===== src/rtl/scroll14_pkg.sv =====
// Shared constants for the 14-segment scrolling text display.
// Glyph bit order (MSB..LSB): a b c d e f g1 g2 h i j k l m.
package scroll14_pkg;

  localparam int DIGITS    = 12;
  localparam int MSG_DEPTH = 32;

  localparam logic [5:0] CH_SPACE = 6'd0;
  localparam logic [5:0] CH_A     = 6'd1;
  localparam logic [5:0] CH_0     = 6'd27;

  localparam logic [13:0] G_A = 14'b11101111000000;
  localparam logic [13:0] G_B = 14'b11110001010010;
  localparam logic [13:0] G_C = 14'b10011100000000;
  localparam logic [13:0] G_D = 14'b11110000010010;
  localparam logic [13:0] G_E = 14'b10011110000000;
  localparam logic [13:0] G_F = 14'b10001110000000;
  localparam logic [13:0] G_G = 14'b10111101000000;
  localparam logic [13:0] G_H = 14'b01101111000000;
  localparam logic [13:0] G_I = 14'b10010000010010;
  localparam logic [13:0] G_J = 14'b01111000000000;
  localparam logic [13:0] G_K = 14'b00001110001100;
  localparam logic [13:0] G_L = 14'b00011100000000;
  localparam logic [13:0] G_M = 14'b01101100101000;
  localparam logic [13:0] G_N = 14'b01101100100100;
  localparam logic [13:0] G_O = 14'b11111100000000;
  localparam logic [13:0] G_P = 14'b11001111000000;
  localparam logic [13:0] G_Q = 14'b11111100000100;
  localparam logic [13:0] G_R = 14'b11001111000100;
  localparam logic [13:0] G_S = 14'b10110111000000;
  localparam logic [13:0] G_T = 14'b10000000010010;
  localparam logic [13:0] G_U = 14'b01111100000000;
  localparam logic [13:0] G_V = 14'b00001100001001;
  localparam logic [13:0] G_W = 14'b01101100000101;
  localparam logic [13:0] G_X = 14'b00000000101101;
  localparam logic [13:0] G_Y = 14'b00000000101010;
  localparam logic [13:0] G_Z = 14'b10010000001001;
  localparam logic [13:0] G_0 = 14'b11111100001001;
  localparam logic [13:0] G_1 = 14'b01100000001000;
  localparam logic [13:0] G_2 = 14'b11011011000000;
  localparam logic [13:0] G_3 = 14'b11110001000000;
  localparam logic [13:0] G_4 = 14'b01100111000000;
  localparam logic [13:0] G_5 = 14'b10110111000000;
  localparam logic [13:0] G_6 = 14'b10111111000000;
  localparam logic [13:0] G_7 = 14'b11100000000000;
  localparam logic [13:0] G_8 = 14'b11111111000000;
  localparam logic [13:0] G_9 = 14'b11110111000000;

endpackage


===== src/rtl/scroll_text14_font14.sv =====
// Combinational character-code to 14-segment glyph map.
// Codes 0 and 37-63 render blank.
module font14
  import scroll14_pkg::*;
(
  input  logic [5:0]  code,
  output logic [13:0] glyph
);

  always_comb begin
    glyph = '0;
    case (code)
      6'd1:  glyph = G_A;
      6'd2:  glyph = G_B;
      6'd3:  glyph = G_C;
      6'd4:  glyph = G_D;
      6'd5:  glyph = G_E;
      6'd6:  glyph = G_F;
      6'd7:  glyph = G_G;
      6'd8:  glyph = G_H;
      6'd9:  glyph = G_I;
      6'd10: glyph = G_J;
      6'd11: glyph = G_K;
      6'd12: glyph = G_L;
      6'd13: glyph = G_M;
      6'd14: glyph = G_N;
      6'd15: glyph = G_O;
      6'd16: glyph = G_P;
      6'd17: glyph = G_Q;
      6'd18: glyph = G_R;
      6'd19: glyph = G_S;
      6'd20: glyph = G_T;
      6'd21: glyph = G_U;
      6'd22: glyph = G_V;
      6'd23: glyph = G_W;
      6'd24: glyph = G_X;
      6'd25: glyph = G_Y;
      6'd26: glyph = G_Z;
      6'd27: glyph = G_0;
      6'd28: glyph = G_1;
      6'd29: glyph = G_2;
      6'd30: glyph = G_3;
      6'd31: glyph = G_4;
      6'd32: glyph = G_5;
      6'd33: glyph = G_6;
      6'd34: glyph = G_7;
      6'd35: glyph = G_8;
      6'd36: glyph = G_9;
      default: glyph = '0;
    endcase
  end

endmodule


===== src/rtl/scroll_text14.sv =====
// Multiplexed 14-segment scrolling message display.
// Offset and length are latched per frame so a frame never tears.
module scroll_text14 #(
  parameter int DIGITS    = 12,
  parameter int MSG_DEPTH = 32,
  parameter int DIV_W     = 16
) (
`ifdef USE_POWER_PINS
  inout  wire               vdd,
  inout  wire               vss,
`endif
  input  logic              clk,
  input  logic              rst,
  input  logic              wr_en,
  input  logic [4:0]        wr_addr,
  input  logic [5:0]        wr_char,
  input  logic [5:0]        msg_len,
  input  logic              scroll_en,
  input  logic [DIV_W-1:0]  step_div,
  output logic [DIGITS-1:0] sel,
  output logic [13:0]       segm,
  output logic              frame_start
);
  import scroll14_pkg::*;

  logic [5:0]       msg [MSG_DEPTH];
  logic             run;
  logic [3:0]       dig;
  logic [4:0]       offset;
  logic [4:0]       ptr;
  logic [5:0]       lf;
  logic [DIV_W-1:0] fcnt;

  logic [5:0]  len_c;
  logic        wrap;
  logic        step;
  logic [4:0]  off_nxt;
  logic [4:0]  ptr_inc;
  logic [13:0] glyph;

  font14 u_font (
    .code  (msg[ptr]),
    .glyph (glyph)
  );

  always_comb begin
    len_c   = (msg_len > 6'd32) ? 6'd32 : msg_len;
    wrap    = run && (dig == 4'(DIGITS - 1));
    step    = scroll_en && (fcnt >= step_div);
    off_nxt = offset;
    if (step) begin
      off_nxt = (({1'b0, offset} + 6'd1) >= len_c) ? 5'd0 : offset + 5'd1;
    end else if ({1'b0, offset} >= len_c) begin
      off_nxt = 5'd0;
    end
    ptr_inc = (({1'b0, ptr} + 6'd1) >= lf) ? 5'd0 : ptr + 5'd1;
  end

  // ptr walks the buffer alongside dig, wrapping at the frame length
  always_ff @(posedge clk) begin
    if (rst) begin
      run         <= 1'b0;
      dig         <= '0;
      offset      <= '0;
      ptr         <= '0;
      lf          <= '0;
      fcnt        <= '0;
      sel         <= '0;
      segm        <= '0;
      frame_start <= 1'b0;
    end else if (!run) begin
      run <= 1'b1;
      lf  <= len_c;
      ptr <= '0;
    end else begin
      sel         <= DIGITS'(1) << dig;
      segm        <= (lf == 6'd0) ? 14'd0 : glyph;
      frame_start <= (dig == 4'd0);
      if (wrap) begin
        dig    <= '0;
        offset <= off_nxt;
        ptr    <= off_nxt;
        lf     <= len_c;
        if (step) begin
          fcnt <= '0;
        end else if (scroll_en) begin
          fcnt <= fcnt + DIV_W'(1);
        end
      end else begin
        dig <= dig + 4'd1;
        ptr <= ptr_inc;
      end
    end
  end

  always_ff @(posedge clk) begin
    if (rst) begin
      for (int i = 0; i < MSG_DEPTH; i++) begin
        msg[i] <= CH_SPACE;
      end
    end else if (wr_en) begin
      msg[wr_addr] <= wr_char;
    end
  end

endmodule

===== config.mk =====
export PLATFORM = sky130hd
export DESIGN_NAME = scroll_text14
export DESIGN_NICKNAME = d
export VERILOG_FILES = /design/src/rtl/scroll14_pkg.sv /design/src/rtl/scroll_text14_font14.sv /design/src/rtl/scroll_text14.sv
export SDC_FILE = /design/constraint.sdc
export NUM_CORES = 1
export LEC_CHECK = 0
export ABC_CLOCK_PERIOD_IN_PS = 4400
export BUFFER_PORTS_ARGS = -buffer_cell sky130_fd_sc_hd__buf_2
export CAP_MARGIN = 10
export CORE_MARGIN = 4
export CORE_UTILIZATION = 40
export DETAILED_ROUTE_END_ITERATION = 8
export GPL_TIMING_DRIVEN = 0
export PLACE_DENSITY = 0.56
export SYNTH_ARGS = -nofsm -noshare
export SYNTH_HDL_FRONTEND = slang
export SYNTH_SLANG_ARGS = --single-unit

===== constraint.sdc =====
create_clock -name clk -period 4.4 [get_ports clk]
set_input_delay 0.44 -clock clk [delete_from_list [all_inputs] [get_ports clk]]
set_output_delay 0.44 -clock clk [all_outputs]
set_load 0.005 [all_outputs]

==> results.md, run 1 <==
* Synth-to-Final Area Change at 12.9%
* Crit Path Max Fanout at 11
* Clock sink count at between 200 and 300
* Setup Viol. Count Final at 0
* Hold Crit Class: input pin to flip-flop
* Simple-Gate Fraction of Synth Area at between 10% and 20%
* CTS tree: yes
* Fin crit share at 94.8%
* Logic pwr share at around a tenth
* Run status: completed
* CTS H-tree depth at 1
* Syn Area/Cell at around 12 um2
* Number of I/O port buffers at 62
* IO Count at 64
* Worst Setup Start Kind: flip-flop
* First-pass DRT Iterations at 5
* Pin count of the biggest net entering global routing at 20
* Starting Density at 40.9%
* Synth top cells by count: and2_1 (200), edfxtp_1 (192), nor2_1 (87)
* Vias post-DR at roughly 9400
* Nets at 1337
* Mapped Cells at between 1000 and 1500
* Fmax at 240 MHz
* Net Sw Frac at roughly 25%
* Ys Warns at 0
* Synthesized flop and latch total at between 200 and 300
* Async set or reset register ratio after synthesis at 0%
* Critical path's top delay family: buffers and inverters
* Post-synthesis compound-gate area fraction at just under 9%
* Cell Area, Placed at ~14000 um2
* Combinational family with the most area after synthesis: simple AND/OR/NAND/NOR gates
* Sequential Power Share at between 40% and 50%
* Top FF cell, synth: edfxtp_1
* Root Driver: clkbuf_16
* Worst reg-to-reg path cell count at 13
* Worst reg2reg endpoint: segm[13]
* Synth top area share at 43.0%
* Clk pwr share at 40.1%
* Worst Setup EP: segm[13]
* Worst slack at placement at -0.162 ns
* Leak pwr at 5.61 nW
* CP required at a little under 5 ns
* Reg2Reg Setup Slack at ~0.23 ns
* Layout cell share with drive strength beyond 1 at roughly an eighth
* CP startpoint: ptr[1]
* Net count after synthesis at 1245
* Final core utilization at between 40 and 50%
* Setup_tns at 0 ns
* Core box area at 32800 um2
* Die X at approximately 190 um
* Critical path depth at 13
* CP Buf/Inv Count at 4
* Grt ovf at 0
* Die height at approximately 190 um
* Crit Path Class: flip-flop to flip-flop
* Rows at 66
* Post-route cell area at about 15000 um2
* Critical Path Max Stage Delay at roughly 0.55 ns
* Worst path slowest cell: dfxtp_1
* CTS max path bufs at 3
* Pint at 4.17 mW
* Non-Filler Instances at 1710
* Final WL at about 37000 um
* Ant. Diodes at 0
* Final hold vios at 0
* Number of flops mapped to enable cells by yosys at around 190
* Xor/xnor share of the synthesized area at ~1.2%
* Most frequent cell after synthesis: and2_1
* Power per cell area at roughly 370 nW/um2
* RSZ-0062 raised after global routing: no
* Total of max-cap violations at 0
* Worst Setup End Kind: flip-flop
* Num CTS Buffers at 29
* Overall power at 5.55 mW
* DRC violations left at 0
* Gr usage total at around 20%
* Count of cell types in the netlist at 71
* Register area share after synthesis at 52.6%
* Adder-Cell Fraction of Synth Area at roughly 4.7%
* Slew Limit Fails at 0
* Antenna violations before repair at 0
* RePlAce Congestion at between 0.8 and 0.9
* Top cells by area, synth: edfxtp_1 (43%), dfxtp_1 (9.6%), and2_1 (9.3%), ha_1 (4.7%), mux4_1 (4.1%)
* First-pass GRT wire length at between 50000 and 60000 um
* Number of vias per cell at 5.50
* Antenna-violating nets left at 0
* Synthesized area at around 13000 um2
* Hold-fix buffers, CTS at 0
* Slew HR at 22.3%
* VDD IR-drop max at about 0.30 mV
* Reg clk slew, reported paths at approximately 0.060 ns
* Final setup margin at 0.227 ns
* Placed cell count at 1662
* Worst r2r src: ptr[1]
* Post-synthesis mux area share at ~10%
* Worst-skew pair later-pin latency at ~0.58 ns
* Tightest Pin Transition at 1.15 ns
* Iteration-0 DRC Markers at between 800 and 900
* Area leader, netlist: edfxtp_1
* Min cycle time layout at 4.17 ns
* Vias in the first global route at 9147
* Clk_skew at about 0.032 ns
* DIE AREA at between 30000 and 40000 um2
* Crit-path cells: buf_2, buf_4, clkbuf_1, nor2_1, a21o_1, a311oi_1, nor4bb_2, clkbuf_4, ha_1, mux2i_1, a221oi_1, a2111oi_2, a211oi_1
* Crit path DAT at between 4 and 5 ns
* Sw Pwr at 1.38 mW
* Wire per inst at around 22 um
* Final hold slack at 0.174 ns
* Detailed Place HPWL at 26600 um
## power groups by stage
stage / Clock [mW] / Combinational (mW) / Sequential, mW
floorplan: 0 / 0.380 / 2.77
global placement: 0 / 0.581 / 2.79
detailed placement: 0 / 0.583 / 2.79
CTS: 2.27 / 0.584 / 2.74
global route: 2.36 / 0.631 / 2.75
finish: 2.22 / 0.584 / 2.74
## sequential cells by signal, summed over array words and instances (netlist names)
name         count
fcnt            16
segm            14
frame_start      1
lf               6
offset           5
msg            192
run              1
dig              4
ptr              5
sel             12
## per-layer routing
layer	track usage, %	share of wire, %
met1	28.2	44
met2	33.1	46
met3	2.99	6.7
met4	5.88	2.9
met5	0	0
## tightest hold or removal path, stage by stage
cell and delay [ns]:
buf_2 0.10, a21oi_1 0.07, nor2_1 0.08
## kinds of logic (layout without fill, tap and decap cells)
| family | count (synthesis) | in the layout |
|---|---|---|
| AO/OA/AOI/OAI | 184 | 184 |
| XOR/XNOR | 19 | 19 |
| adder cells (fa/ha/maj) | 50 | 50 |
| buffers and inverters | 105 | 215 |
| flip-flops | 256 | 256 |
| multiplexers | 78 | 78 |
| AND/OR/NAND/NOR | 466 | 466 |
## cell usage in the layout, fill, tap and decap left out, types with 21 or more instances in the layout
cell type  count
buf_2         69
edfxtp_1     192
o21ai_0       46
clkbuf_1      47
mux2i_1       33
nor2_1        87
a21oi_1       47
inv_1         33
mux4_1        21
ha_1          50
nand3_1       32
and2_1       200
nand2_1       65
dfxtp_1       64
clkbuf_16     29
## area by class of cell
cell class	count	area [um2]
Clock inverter	11	68.8
Sequential cell	256	7050
Clock buffer	38	782
Fill cell	3101	17700
Multi-Input combinational cell	797	5840
Timing Repair Buffer	63	315
Tap cell	442	553
Buffer	68	384
Inverter	35	131
## worst min path at each step
stage,cells after the start,startpoint,slack [ns],endpoint
final,3,msg_len[5],0.17,lf[5]
after global routing,3,msg_len[5],0.16,lf[5]
after CTS,3,msg_len[5],0.15,lf[5]
after detailed placement,2,segm[8],0.45,segm[8]
after global placement,2,sel[6],0.45,sel[6]
after floorplan,2,segm[8],0.45,segm[8]
## repair_timing
| item | in CTS | in global routing |
|---|---|---|
| gates resized for setup | 1 | 2 |
| hold endpoints to repair | 0 | 0 |
| setup endpoints to repair | 5 | 2 |
| buffers inserted | 0 | 0 |
Note: power is estimated with default switching activity, not from simulation.
==> run 2: changes to the inputs <==
--- a/config.mk
+++ b/config.mk
@@ -9,10 +9,10 @@
 export BUFFER_PORTS_ARGS = -buffer_cell sky130_fd_sc_hd__buf_2
 export CAP_MARGIN = 10
 export CORE_MARGIN = 4
-export CORE_UTILIZATION = 40
+export CORE_UTILIZATION = 62
 export DETAILED_ROUTE_END_ITERATION = 8
 export GPL_TIMING_DRIVEN = 0
-export PLACE_DENSITY = 0.56
+export PLACE_DENSITY = 0.8
 export SYNTH_ARGS = -nofsm -noshare
 export SYNTH_HDL_FRONTEND = slang
 export SYNTH_SLANG_ARGS = --single-unit
==> run 2 against run 1 <==
Via count up 1.6%. Die area is 34% lower. Clock skew is 0.019 ns lower. Count of clock-buffer cells in the layout down 6. Core utilization increased by 25 points. Non-clock buffer count did not move. Sequential share of layout area increased by 0.49 points. Worst setup slack got worse by 0.079 ns. Maximum frequency down 1.9%. Largest cell class unchanged.
==> results.md, run 2 (same netlist as run 1, synthesis figures left out) <==
* Crit Path Class: flip-flop to flip-flop
* First-pass DRT Iterations at 5
* Antenna violations before repair at 0
* Hold endpoint: lf[5]
* Number of setup buffers added after CTS at 0
* Largest register by flop count: msg
* Vias in the first global route at about 9400
* Clk_skew at approximately 0.012 ns
* Reg clk slew, reported paths at 0.06 ns
* Commonest non-fill, non-tap cell in the layout: and2_1
* Nets at around 1300
* Worst reg-to-reg path cell count at 15
* Slew HR at 26.9%
* Num CTS Buffers at 27
* Clock sink count at 256
* Die X at 155 um
* Leak pwr at about 5.6 nW
* Hold path depth at 3
* Non-Filler Instances at between 1500 and 2000
* Starting Density at 63.4%
* Number of vias per cell at 6.20
* Most frequent cells in the layout: and2_1 (200), edfxtp_1 (192), nor2_1 (87)
* Hold-fix buffers, CTS at 0
* CTS tree: yes
* Total of max-cap violations at 0
* DRC violations left at 0
* Largest regs: msg (192), fcnt (16), segm (14)
* Rows at 53
* Post-CTS sizing at 0
* Slew Limit Fails at 0
* Worst-skew pair later-pin latency at about 0.55 ns
* Core box area at approximately 21000 um2
* Fmax at about 240 MHz
* Worst Setup Start Kind: flip-flop
* CP required at a little under 5 ns
* CTS H-tree depth at 1
* Setup Viol. Count Final at 0
* Number of I/O port buffers at just over 60
* Top routing layer in use: met4
* RSZ-0062 raised after global routing: no
* Antenna-violating nets left at 0
* Run status: completed
* Post-route cell area at around 15000 um2
* RePlAce Congestion at between 0.9 and 1
* Worst r2r src: ptr[0]
* Crit Path Max Fanout at 11
* Iteration-0 DRC Markers at about 900
* Placed cell count at 1495
* Die height at ~160 um
* Hold Crit Class: input pin to flip-flop
* Crit path DAT at around 4.7 ns
* Final hold vios at 0
* Gr usage total at 28.5%
* Cell Area, Placed at about 14000 um2
* DR WL met2 at ~16000 um
* Tightest Pin Transition at about 1.1 ns
* Overall power at about 5.7 mW
* Fin crit share at 96.6%
* IO Count at 64
* Grt ovf at 0
* Power per cell area at roughly 380 nW/um2
* DR WL met3 at 3310 um
* Final WL at ~34000 um
* Worst hold start: msg_len[5]
* VDD IR-drop max at approximately 0.36 mV
* Vias post-DR at about 9600
* Detailed Place HPWL at between 20000 and 25000 um
* Root Driver: clkbuf_16
* Worst Setup End Kind: flip-flop
* Wire per inst at roughly 22 um
* Final core utilization at just over 70%
* Worst reg2reg endpoint: segm[8]
* Pin count of the biggest net entering global routing at 15
* Ant. Diodes at 0
* First-pass GRT wire length at around 53000 um
* Met1 wire length at approximately 13000 um
* Setup_tns at 0 ns
* Min cycle time layout at between 4 and 5 ns
* DIE AREA at about 24000 um2
* Reg2Reg Setup Slack at roughly 0.15 ns
* CTS max path bufs at 3
* Synth-to-Final Area Change at 11.7%
* Layout cell share with drive strength beyond 1 at 13.2%
* Max reg flops at around 190
## run 2: area by class of cell
| class | instances | area, um2 |
|---|---|---|
| sequential | 256 | 7050 |
| fill | 1515 | 6190 |
| multi-input combinational | 797 | 5840 |
| clock buffer | 32 | 729 |
| buffer | 69 | 388 |
| tap | 275 | 344 |
| timing repair buffer | 62 | 310 |
| clock inverter | 17 | 180 |
| inverter | 35 | 131 |
## run 2: per-stage QoR
| step | hold slack (ns) | worst slack, ns |
|---|---|---|
| global placement | 0.446 | 0.0306 |
| detailed placement | 0.450 | 0.0492 |
| global route | 0.180 | 0.00709 |
| CTS | 0.138 | 0.0222 |
| finish | 0.153 | 0.148 |
| floorplan | 0.448 | 1.21 |
## run 2: critical path, stage by stage (launching register included)
cell       delay (ns)
dfxtp_1          0.34
buf_6            0.19
buf_12           0.18
buf_6            0.18
buf_6            0.19
clkbuf_4         0.25
a2111oi_0        0.66
nor4_1           0.11
nor4bb_1         0.48
clkbuf_4         0.33
inv_1            0.12
ha_1             0.31
inv_1            0.14
a221oi_1         0.12
o41ai_2          0.39
a21oi_1          0.11
## run 2: power by group
| part | internal [mW] | switching [mW] | total (mW) |
|---|---|---|---|
| sequential | 2.70 | 0.0371 | 2.74 |
| combinational | 0.219 | 0.356 | 0.575 |
| clock | 1.37 | 0.970 | 2.34 |
| total | 4.29 | 1.36 | 5.65 |
## run 2: routing by layer
metal / GRT usage, % / vias up
met4: 11.2 / 0
met1: 38.6 / 4510
li1: - / 4399
met3: 4.90 / 113
met5: 0 / -
met2: 46.2 / 539
## run 2: worst max path at each step
| stage | from | to | slack (ns) | cells past startpoint |
|---|---|---|---|---|
| finish | ptr[0] | segm[8] | 0.15 | 15 |
| global route | ptr[0] | segm[8] | 0.007 | 15 |
| CTS | ptr[0] | segm[13] | 0.02 | 15 |
| detailed placement | ptr[0] | segm[13] | 0.05 | 15 |
| global placement | ptr[0] | segm[8] | 0.03 | 15 |
| floorplan | ptr[0] | segm[13] | 1.21 | 17 |
